--- config.mk ---
export PLATFORM = sky130hd
export DESIGN_NAME = axis_radar_segment_scheduler
export DESIGN_NICKNAME = d
export VERILOG_FILES = /design/src/rtl/axis_radar_segment_scheduler.sv
export SDC_FILE = /design/constraint.sdc
export NUM_CORES = 1
export LEC_CHECK = 0
export CAP_MARGIN = 10
export CORE_ASPECT_RATIO = 0.8
export CORE_UTILIZATION = 43
export CTS_CLUSTER_SIZE = 10
export DETAILED_ROUTE_END_ITERATION = 10
export GPL_TIMING_DRIVEN = 0
export PLACE_DENSITY = 0.67
export SETUP_SLACK_MARGIN = 0.2
export SYNTH_ARGS = -nofsm -noshare
export SYNTH_HDL_FRONTEND = slang
export SYNTH_SLANG_ARGS = --single-unit
--- constraint.sdc ---
create_clock -name aclk -period 8.51 [get_ports aclk]
set_input_delay 1.702 -clock aclk [delete_from_list [all_inputs] [get_ports aclk]]
set_output_delay 1.702 -clock aclk [all_outputs]
set_load 0.01 [all_outputs]
--- src/rtl/axis_radar_segment_scheduler.sv ---
// Segment scheduler for the quarter-buffer radar RAM reader: queues {quarter, len} commands,
// arms cfg_data and advances on reader wrap. Optional replay-on-starve via AXIS_RADAR_SCHED_LOOP_EN.
module axis_radar_segment_scheduler #(
    parameter int ADDR_WIDTH   = 16,
    parameter int IDLE_QUARTER = 3,
    parameter int IDLE_LEN     = 1,
    parameter int CNT_WIDTH    = 32
) (
    input  logic                  aclk,
    input  logic                  aresetn,
    input  logic                  run,
    input  logic                  flush,
    input  logic [1:0]            cmd_quarter,
    input  logic [ADDR_WIDTH-3:0] cmd_len,
    input  logic                  cmd_valid,
    output logic                  cmd_ready,
    output logic [ADDR_WIDTH-1:0] cfg_data,
    input  logic [ADDR_WIDTH-1:0] sts_data,
    output logic [3:0]            busy_mask,
    output logic [1:0]            active_quarter,
    output logic                  seg_done,
    output logic [1:0]            seg_done_quarter,
    output logic [15:0]           underrun_count,
    output logic [CNT_WIDTH-1:0]  pulse_count
);

    localparam int LW = ADDR_WIDTH - 2;

    typedef struct packed {
        logic [1:0]    quarter;
        logic [LW-1:0] len;
    } seg_t;

    localparam logic [1:0]    IDLE_Q   = 2'(IDLE_QUARTER);
    localparam seg_t          IDLE_SEG = {IDLE_Q, LW'(IDLE_LEN)};

    seg_t                 queue_q [3];
    seg_t                 queue_d [3];
    logic [1:0]           count_q, count_d;
    seg_t                 armed_q, armed_d;
    seg_t                 active_q, active_d;
    logic [LW-1:0]        prev_low_q, prev_low_d;
    logic                 seg_done_q, seg_done_d;
    logic [1:0]           seg_done_quarter_q, seg_done_quarter_d;
    logic [15:0]          underrun_q, underrun_d;
    logic [CNT_WIDTH-1:0] pulse_q, pulse_d;

    logic       wrap;
    logic       push;
    logic       pop;
    logic [1:0] count_pop;
    seg_t       new_entry;
    logic       sts_unused;

    assign sts_unused = ^sts_data[ADDR_WIDTH-1:LW];

    // Stale slots beyond count_q are ignored so a flush needs only to clear the count.
    always_comb begin
        busy_mask = '0;
        for (int i = 0; i < 3; i++) begin
            if (2'(i) < count_q) begin
                busy_mask[queue_q[i].quarter] = 1'b1;
            end
        end
        busy_mask[armed_q.quarter]  = 1'b1;
        busy_mask[active_q.quarter] = 1'b1;
        busy_mask[IDLE_Q]           = 1'b0;
    end

    assign cmd_ready = ~flush & (cmd_quarter != IDLE_Q) & ~busy_mask[cmd_quarter]
                     & (count_q != 2'd3);
    assign wrap      = (sts_data[LW-1:0] == '0) & (prev_low_q != '0);
    assign push      = cmd_valid & cmd_ready;
    assign pop       = wrap & run & (count_q != 2'd0);
    assign new_entry = {cmd_quarter, (cmd_len == '0) ? LW'(1) : cmd_len};

    always_comb begin
        queue_d            = queue_q;
        count_d            = count_q;
        armed_d            = armed_q;
        active_d           = active_q;
        prev_low_d         = sts_data[LW-1:0];
        seg_done_d         = 1'b0;
        seg_done_quarter_d = seg_done_quarter_q;
        underrun_d         = underrun_q;
        pulse_d            = pulse_q;

        // Pop uses pre-push contents, so an entry pushed into an empty queue waits a wrap.
        if (pop) begin
            queue_d[0] = queue_q[1];
            queue_d[1] = queue_q[2];
        end
        count_pop = count_q - {1'b0, pop};
        for (int i = 0; i < 3; i++) begin
            if (push && (2'(i) == count_pop)) begin
                queue_d[i] = new_entry;
            end
        end
        count_d = count_pop + {1'b0, push};
        if (flush) begin
            count_d = '0;
        end

        if (wrap) begin
            active_d = armed_q;
            if ((active_q.quarter != IDLE_Q) && (active_q.quarter != armed_q.quarter)) begin
                seg_done_d         = 1'b1;
                seg_done_quarter_d = active_q.quarter;
            end
            if (pop) begin
                armed_d = queue_q[0];
`ifdef AXIS_RADAR_SCHED_LOOP_EN
            end else if (!run) begin
                armed_d = IDLE_SEG;
`else
            end else begin
                armed_d = IDLE_SEG;
`endif
            end
            if (run && (count_q == 2'd0) && (underrun_q != '1)) begin
                underrun_d = underrun_q + 16'd1;
            end
            if (armed_q.quarter != IDLE_Q) begin
                pulse_d = pulse_q + 1'b1;
            end
        end
    end

    always_ff @(posedge aclk) begin
        if (!aresetn) begin
            for (int i = 0; i < 3; i++) begin
                queue_q[i] <= IDLE_SEG;
            end
            count_q            <= '0;
            armed_q            <= IDLE_SEG;
            active_q           <= IDLE_SEG;
            prev_low_q         <= '0;
            seg_done_q         <= 1'b0;
            seg_done_quarter_q <= '0;
            underrun_q         <= '0;
            pulse_q            <= '0;
        end else begin
            queue_q            <= queue_d;
            count_q            <= count_d;
            armed_q            <= armed_d;
            active_q           <= active_d;
            prev_low_q         <= prev_low_d;
            seg_done_q         <= seg_done_d;
            seg_done_quarter_q <= seg_done_quarter_d;
            underrun_q         <= underrun_d;
            pulse_q            <= pulse_d;
        end
    end

    assign cfg_data         = armed_q;
    assign active_quarter   = active_q.quarter;
    assign seg_done         = seg_done_q;
    assign seg_done_quarter = seg_done_quarter_q;
    assign underrun_count   = underrun_q;
    assign pulse_count      = pulse_q;

endmodule

Word level (Yosys, flattened, before mapping)
Cells that the tools add are included.
{"block": "word_totals", "reg_bits": 133, "inputBits": 37, "out_inout_bits": 74, "wordCells": 100}
{"block": "classes", "addsub": 4, "order_cmp": 14, "n_eq_ne": 8, "mux": 21, "bitwise": 14, "n_reduce_logical": 24}
{"cell": "16-bit 2-to-1 mux", "n": 3}
{"cell": "32-bit by 1-bit adder with 32-bit output (second input constant)", "n": 1}
{"cell": "32-bit 2-to-1 mux", "n": 1}
{"cell": "14-bit logical NOT", "n": 2}
{"cell": "2-bit by 3-bit less-than comparator with 1-bit output (second input constant)", "n": 6}
{"cell": "16-bit by 1-bit adder with 16-bit output (second input constant)", "n": 1}
{"cell": "16-bit inequality test (second input constant)", "n": 1}
{"cell": "14-bit 2-to-1 mux", "n": 1}
{"cell": "14-bit nonzero test", "n": 1}
{"cell": "3-bit OR", "n": 4}
{"cell": "1-bit logical AND", "n": 11}
{"cell": "1-bit demux with 2-bit select", "n": 5}
{"cell": "2-bit by 1-bit >= comparator with 1-bit output (second input constant)", "n": 5}
{"cell": "3-bit 2-to-1 mux", "n": 3}
{"cell": "2-bit inequality test (second input constant)", "n": 4}
{"cell": "2-bit AND reduction", "n": 4}
{"cell": "1-bit bitwise AND", "n": 7}
{"cell": "1-bit 2-to-1 mux", "n": 7}
{"cell": "2-bit nonzero test", "n": 3}
{"cell": "2-bit logical NOT", "n": 2}
{"cell": "1-bit by 2-bit less-than comparator with 1-bit output (first input constant)", "n": 2}
{"cell": "1-bit inverter", "n": 3}
{"cell": "2-bit by 1-bit adder with 2-bit output", "n": 1}
{"cell": "1-bit binary-select mux with 2-bit select", "n": 1}
{"cell": "other kinds (6)", "n": 6}

Depth between registers and ports, before layout
Gate-level depths: netlist of run 1.
{"block": "logic_depth", "word_depth": 19, "mapped_depth": 13, "depth_no_buf": 9}

Worst setup path before layout of run 1
Ideal clock, no wire load.
{"block": "synth_path", "kind": "input port to flip-flop", "start": "input sts_data[4]", "end": "register queue_q[36] in the netlist's numbering", "setup_ns": 0.091, "arrival_ns": 4.624, "t_required_ns": 8.419, "setup_slack_ns": 3.795, "stages": 13, "n_path_buf": 4, "path_cell_list": "nor4_1 and4_1 clkbuf_1 nand3_1 inv_2 buf_1 ha_1 xor2_1 or2_2 clkbuf_1 clkbuf_1 a311oi_1 a311oi_1"}
{"block": "synth_between", "elab_chain_len": 8, "elab_cells_between_ends": 9, "cone_classes": "1 x add/sub; 1 x mux; 3 x bitwise; 4 x reduce/logical"}
{"element": "start: declaration", "line_no": "18", "source": "input logic [ADDR_WIDTH-1:0] sts_data,"}
{"element": "14-bit logical NOT (*)", "line_no": "72", "source": "assign wrap = (sts_data[LW-1:0] == '0) & (prev_low_q != '0);"}
{"element": "1-bit bitwise AND (*)", "line_no": "72"}
{"element": "1-bit bitwise AND (*) (2 in series)", "line_no": "74", "source": "assign pop = wrap & run & (count_q != 2'd0);"}
{"element": "2-bit by 1-bit subtractor with 2-bit output", "line_no": "93", "source": "count_pop = count_q - {1'b0, pop};"}
{"element": "2-bit logical NOT", "line_no": "95", "source": "if (push && (2'(i) == count_pop)) begin"}
{"element": "1-bit logical AND", "line_no": "95"}
{"element": "16-bit 2-to-1 mux / 2-bit nonzero test (equally long branches)"}
{"element": "end signal: assignment", "line_no": "143", "source": "queue_q <= queue_d;"}
{"element": "end: declaration", "line_no": "37", "source": "seg_t queue_q [3];"}
Every way passes the cells marked *; elsewhere a longest branch is shown, timed or not.
A chain may end at the register's enable or synchronous reset.

Worst setup path in the final report of run 1
{"block": "layout_path", "start": "input sts_data[4]", "end": "register queue_q[44] in the netlist's numbering"}
The elaborated chain is that of the path after synthesis.

==> impl_metrics.json, run 1 <==
{
  "status": "finished, final reports clean",
  "dp.final_hpwl_um": 13400,
  "postRouteAntennaNets": 0,
  "dp_cells": 987,
  "cts_setup_buffers": 0,
  "sequentialPowerShare": 0.452,
  "power_switching_uw": 343,
  "synth_cell_types": 60,
  "vias_per_cell": 5.88,
  "cts_sinks": 133,
  "syn_inst": 696,
  "antenna_cells": 0,
  "synth.most_common_cell": "dfxtp_1",
  "die_area_sq_um": 15000,
  "synth_top_cell_by_area": "dfxtp_1",
  "coreArea_sq_um": 14200,
  "ys_seq_area_frac": 0.425,
  "synthesis.area_sq_um": 6260,
  "crit_type": "input port to flip-flop",
  "synthMuxAreaShare": 0.0714,
  "hold_buffers": 0,
  "die_h_um": 110,
  "period_minus_slack_ns": 6.07,
  "final_cells": 1019,
  "multi_input_area_sq_um": 3290,
  "synth_area_leaders": "dfxtp_1 43%, nand2_1 5.1%, mux2i_1 4.8%, a311oi_1 3.6%, or4_1 3.1%",
  "pre_cts_ws_ns": 2.08,
  "num_vias": 5992,
  "critPathMaxFanout": 10,
  "drtPass1Iterations": 6,
  "hold_violations": 0,
  "rsz0062_at_grt": "false",
  "grt_max_degree": 17,
  "ys_top_cells_by_count": "133 x dfxtp_1, 85 x nand2_1, 37 x clkbuf_1, 34 x nor2_1, 30 x mux2i_1",
  "grt.total_usage": 0.253,
  "grt_pass1_vias": 5697,
  "synthAdderAreaFrac": 0.00800,
  "cts-buffers-inserted": 17,
  "ys_seq_elements": 133,
  "yosys_warnings": 0,
  "nets": 863,
  "synth_fp_nets": 737,
  "fillCellCount": 1275,
  "ctsResizeCount": 0,
  "pwr-share-comb": 0.055,
  "clk_pin_slew_worst_paths_ns": 0.06,
  "critPathRequiredTime_ns": 8.83,
  "ff_latch_area_sq_um": 2660,
  "maxCapViolations": 0,
  "internal_power_uw": 1070,
  "clkPwrFrac": 0.492,
  "drc_errors": 0,
  "wl_per_cell_um": 18.1,
  "synthArstFlopShare": 0,
  "start_util": 0.439,
  "max_freq_mhz": 165,
  "drt-total-wl_um": 18500,
  "num_io_pins": 111,
  "leakagePower_uw": 0.00282,
  "synth.top_cell.area_share": 0.425,
  "grt_antenna_before_repair": 0,
  "synth_compound_area_frac": 0.181,
  "final_layout_size_suffix_gt1_frac": 0.0934,
  "root_buffer": "clkbuf_16",
  "overflow": 0,
  "placementRows": 39,
  "gp_congestion": 0.854,
  "drt_iter0_markers": 369,
  "die_w_um": 137,
  "yosys_most_used_dff": "dfxtp_1",
  "finalSetupViolations": 0,
  "syn_to_final_growth_pct": 29.7,
  "finalSetupTns_ns": 0,
  "placed_area_sq_um": 7560,
  "min_period_over_period": 0.714,
  "synth_edf_count": 0,
  "synth_top_family_by_area": "simple AND/OR/NAND/NOR gates",
  "syn_avg_cell_area_sq_um": 8.99,
  "htree_levels": 4,
  "final_cell_area_sq_um": 8120,
  "final_max_slew_viol_count": 0,
  "fin_skew_ns": 0.00503,
  "grt_pass1_wl_um": 29000,
  "end_kind": "flip-flop",
  "tritoncts": "done",
  "tightest_slew_ns": 0.997,
  "cts.path.max_buffers": 2,
  "peakVddDrop_v": 0.000141,
  "critPathArrivalTime_ns": 6.40,
  "portBuffers": 107,
  "swShare": 0.243,
  "fin_ws_ns": 2.44,
  "clk-insertion-delay-late_ns": 0.42,
  "p_per_area_nw_per_um2": 174,
  "synth-simple-area-share": 0.251,
  "hold_path_class": "flip-flop to flip-flop",
  "slew_headroom": 0.325,
  "cp-start-kind": "input port",
  "synth_xor_area_frac": 0.0140
}
power by group through the flow:
stage	Combinational (uW)	Sequential (uW)	Clock [uW]
detailed placement	77.4	653	0
CTS	77.8	639	708
floorplan	40.4	650	0
finish	78.4	639	696
global route	85.0	640	737
global placement	75.6	652	0
layout make-up:
cell class,count,area share
inverter,19,0.00879
clock inverter,14,0.0159
clock buffer,18,0.0529
timing repair buffer,107,0.132
buffer,50,0.0284
tap,184,0.0284
sequential,133,0.328
multi-input combinational,494,0.406
worst paths after layout:
check	startpoint	to	slack (ns)	cells after the start
min reg2reg	queue_q[3]	queue_q[3]	0.46	2
min	queue_q[3]	queue_q[3]	0.46	2
max	sts_data[4]	queue_q[44]	2.44	14
max reg2reg	count_q[1]	queue_q[44]	4.11	13
per-layer routing:
layer | track usage | up-vias | part of all wire
met1 | 0.339 | 2885 | 0.46
met4 | 0.0793 | 0 | 0.011
met5 | 0 | - | 0
li1 | - | 2879 | -
met2 | 0.399 | 211 | 0.46
met3 | 0.0627 | 17 | 0.071
per-stage QoR:
step | util | total power, uW | hold slack, ns
final | 0.570 | 1410 | 0.459
after global routing | 0.570 | 1460 | 0.483
after CTS | 0.570 | 1420 | 0.461
after detailed placement | 0.531 | 730 | 0.450
after global placement | 0.531 | 728 | 0.445
after floorplan | - | 691 | 0.432
sequential cells by signal (all words and copies together), names as in the netlist:
| signal | cells |
|---|---|
| seg_done_quarter | 2 |
| queue_q | 48 |
| active_quarter | 2 |
| seg_done | 1 |
| underrun_count | 16 |
| pulse_count | 32 |
| count_q | 2 |
| cfg_data | 16 |
| prev_low_q | 14 |
layout by cell type, fill, tap and decap left out, types with 12 or more instances in the layout:
master	n
a21oi_1	25
a22oi_1	13
a311oi_1	26
and2_1	20
clkbuf_1	38
clkbuf_16	17
clkdlybuf4s50_1	107
dfxtp_1	133
inv_1	17
mux2_2	13
mux2i_1	30
nand2_1	85
nand3_1	18
nand4_1	18
nor2_1	34
o221a_2	12
o31ai_1	17
or3_1	22
or4_1	26
kinds of logic after synthesis:
kind of cell	Yosys count
AND/OR/NAND/NOR	291
AO/OA/AOI/OAI	145
XOR/XNOR	10
flip-flops	133
buffers and inverters	69
multiplexers	43
other	1
adder cells (fa/ha/maj)	4
worst max-delay path, stage by stage:
cell and delay [ns]:
clkdlybuf4s50_1 0.42, nor4_1 0.44, and4_1 0.25, clkbuf_1 0.24
nand3_1 0.41, inv_2 0.33, buf_1 0.49, ha_1 0.27
xor2_1 0.58, or2_2 0.22, clkbuf_1 0.23, clkbuf_1 0.40
a311oi_1 0.14, a311oi_1 0.28
No activity file was read; power rests on OpenSTA's default activity.
==> run 2: changes to the inputs <==
Settings changed: PLACE_DENSITY 0.67 to 0.7.
Clock period 8.51 ns to 4.9 ns, I/O delays scaled along.
==> run 2 against run 1 <==
Against the previous run: final cell count is essentially flat; power grew 79%; highest routed layer unchanged; critical path depth shrank 1; worst hold slack gained 0.0068 ns; flip-flop and latch count is the same; register-to-register slack lost 2.9 ns; critical endpoint is now queue_q[39].
==> impl_metrics.json, run 2 (synthesized netlist as in run 1, its figures left out) <==
{
  "status": "finished, final reports clean",
  "fin_skew_ns": 0.0113,
  "placed_area_sq_um": 7560,
  "grt_pass1_wl_um": 28500,
  "num_vias": 5990,
  "drtPass1Iterations": 5,
  "crit_path_max_incr_delay_ns": 0.47,
  "tritoncts": "done",
  "cpMostUsedCell": "clkbuf_1",
  "critPathArrivalTime_ns": 4.78,
  "worstPathCellList": "clkdlybuf4s50_1, nor4_1, and4_1, clkbuf_1, nand3_2, clkinv_2, ha_1, xor2_2, or2_2, clkbuf_1, clkbuf_1, a311oi_1, a311oi_1",
  "die_h_um": 110,
  "final_layout_size_suffix_gt1_frac": 0.0971,
  "vias_per_cell": 5.88,
  "ff2ff_path_depth": 11,
  "worst-r2r-setup-slack_ns": 1.22,
  "grt_max_degree": 20,
  "die_w_um": 137,
  "min_period_over_period": 0.908,
  "die_area_sq_um": 15000,
  "end_kind": "flip-flop",
  "final_max_slew_viol_count": 0,
  "htree_levels": 4,
  "syn_to_final_growth_pct": 30.6,
  "coreArea_sq_um": 14200,
  "p_per_area_nw_per_um2": 309,
  "hold_violations": 0,
  "hold_path.startpoint": "queue_q[11]",
  "root_buffer": "clkbuf_16",
  "mostFrequentLayoutCells": "133 x dfxtp_1, 107 x clkdlybuf4s50_1, 85 x nand2_1",
  "grt_antenna_before_repair": 0,
  "nets": 862,
  "cts-buffers-inserted": 17,
  "cts_sinks": 133,
  "final_util": 0.574,
  "crit_path_top_delay_cell": "clkdlybuf4s50_1",
  "clk_pin_slew_worst_paths_ns": 0.06,
  "min_path_cells": 2,
  "slew_headroom": 0.339,
  "overflow": 0,
  "hold_buffers": 0,
  "cts.path.max_buffers": 2,
  "largest_register": "queue_q",
  "hold_ws_ns": 0.465,
  "postRouteAntennaNets": 0,
  "maxCapViolations": 0,
  "final_common_cell": "dfxtp_1",
  "drt_iter0_markers": 548,
  "drt-total-wl_um": 18100,
  "placementRows": 39,
  "portBuffers": 107,
  "drc_errors": 0,
  "r2r-end": "queue_q[39]",
  "peakVddDrop_v": 0.000226,
  "holdPathEnd": "queue_q[11]",
  "crit_family": "buffers and inverters",
  "largest_reg_flops": 48,
  "grt_pass1_vias": 5487,
  "critPathRequiredTime_ns": 5.23,
  "tightest_slew_ns": 0.976,
  "leakagePower_uw": 0.00284,
  "reg2reg_from": "prev_low_q[4]",
  "crit_type": "input port to flip-flop",
  "hold_path_class": "flip-flop to flip-flop",
  "final_cell_area_sq_um": 8180,
  "start_util": 0.439,
  "gp_congestion": 0.890,
  "wl_per_cell_um": 17.8,
  "finalSetupViolations": 0,
  "finalSetupTns_ns": 0,
  "crit_start": "sts_data[8]",
  "cts_setup_buffers": 0,
  "clk-insertion-delay-late_ns": 0.43,
  "rsz0062_at_grt": "false",
  "num_io_pins": 111,
  "critPathBufInv": 5,
  "antenna_cells": 0,
  "critPathMaxFanout": 19,
  "dp.final_hpwl_um": 13400,
  "period_minus_slack_ns": 4.45,
  "cp-start-kind": "input port",
  "grt.total_usage": 0.249,
  "max_freq_mhz": 225
}
run 2: changes by cell type in the layout (fill, tap and decap cells not counted), sizes merged:
| cell | change |
|---|---|
| inv | -5 |
| clkbuf | +3 |
| clkinv | +2 |
| buf | -1 |
| bufinv | +1 |
| clkinvlp | -1 |
run 2: worst max path at each step:
stage | slack [ns] | depth (start not counted) | end
5_1_grt | 0.21 | 13 | queue_q[42]
2_1_floorplan | 0.91 | 13 | queue_q[36]
4_1_cts | 0.26 | 13 | queue_q[39]
6_report | 0.45 | 13 | queue_q[39]
3_3_place_gp | -0.46 | 14 | queue_q[39]
3_5_place_dp | -0.64 | 14 | queue_q[43]
run 2: per-layer routing:
metal  part of all wire  track usage  wire [um]  vias to the layer above
met3              0.066       0.0586       1190                       29
met1               0.47        0.346       8470                     2867
met2               0.45        0.373       8080                      228
met5                  0            0          0                        -
li1                   -            -          -                     2866
met4              0.022       0.0934        393                        0
run 2: area by class of cell:
class,instances,area [sq um]
Timing Repair Buffer,107,1070
Inverter,19,72.6
Buffer,49,226
Multi-Input combinational cell,494,3310
Fill cell,1235,6070
Clock inverter,11,125
Sequential cell,133,2660
Clock buffer,21,480
Tap cell,184,230
run 2: through the flow:
step | instances | worst slack (ns) | power, uW
detailed placement | 987 | -0.636 | 1270
global route | 1018 | 0.212 | 2610
global placement | 987 | -0.462 | 1260
CTS | 1018 | 0.264 | 2540
finish | 1018 | 0.452 | 2520
floorplan | 696 | 0.907 | 1200
run 2: where the power goes:
part / internal, uW / switching [uW]
combinational: 58.6 / 77.8
clock: 801 / 476
sequential: 1100 / 9.94
run 2: repair_timing:
action,in CTS,in global routing
endpoints found under the setup margin,29,11
resized for setup,1,2
pin swaps,0,0
run 2: worst reg2reg max path: stages, from the launching register on:
cell and delay [ns]:
dfxtp_1 0.30, nor4_1 0.41, nand4_1 0.36, nand3_2 0.33
clkinv_2 0.31, ha_1 0.32, xor2_2 0.36, or2_2 0.18
clkbuf_1 0.25, clkbuf_1 0.37, a311oi_1 0.12, a311oi_1 0.27
==> run 3: changes to the inputs <==
Settings changed: CTS_CLUSTER_SIZE 10 to not set.
==> results of run 3 <==
Final layout, timing and power as in run 2 (identical DEF).
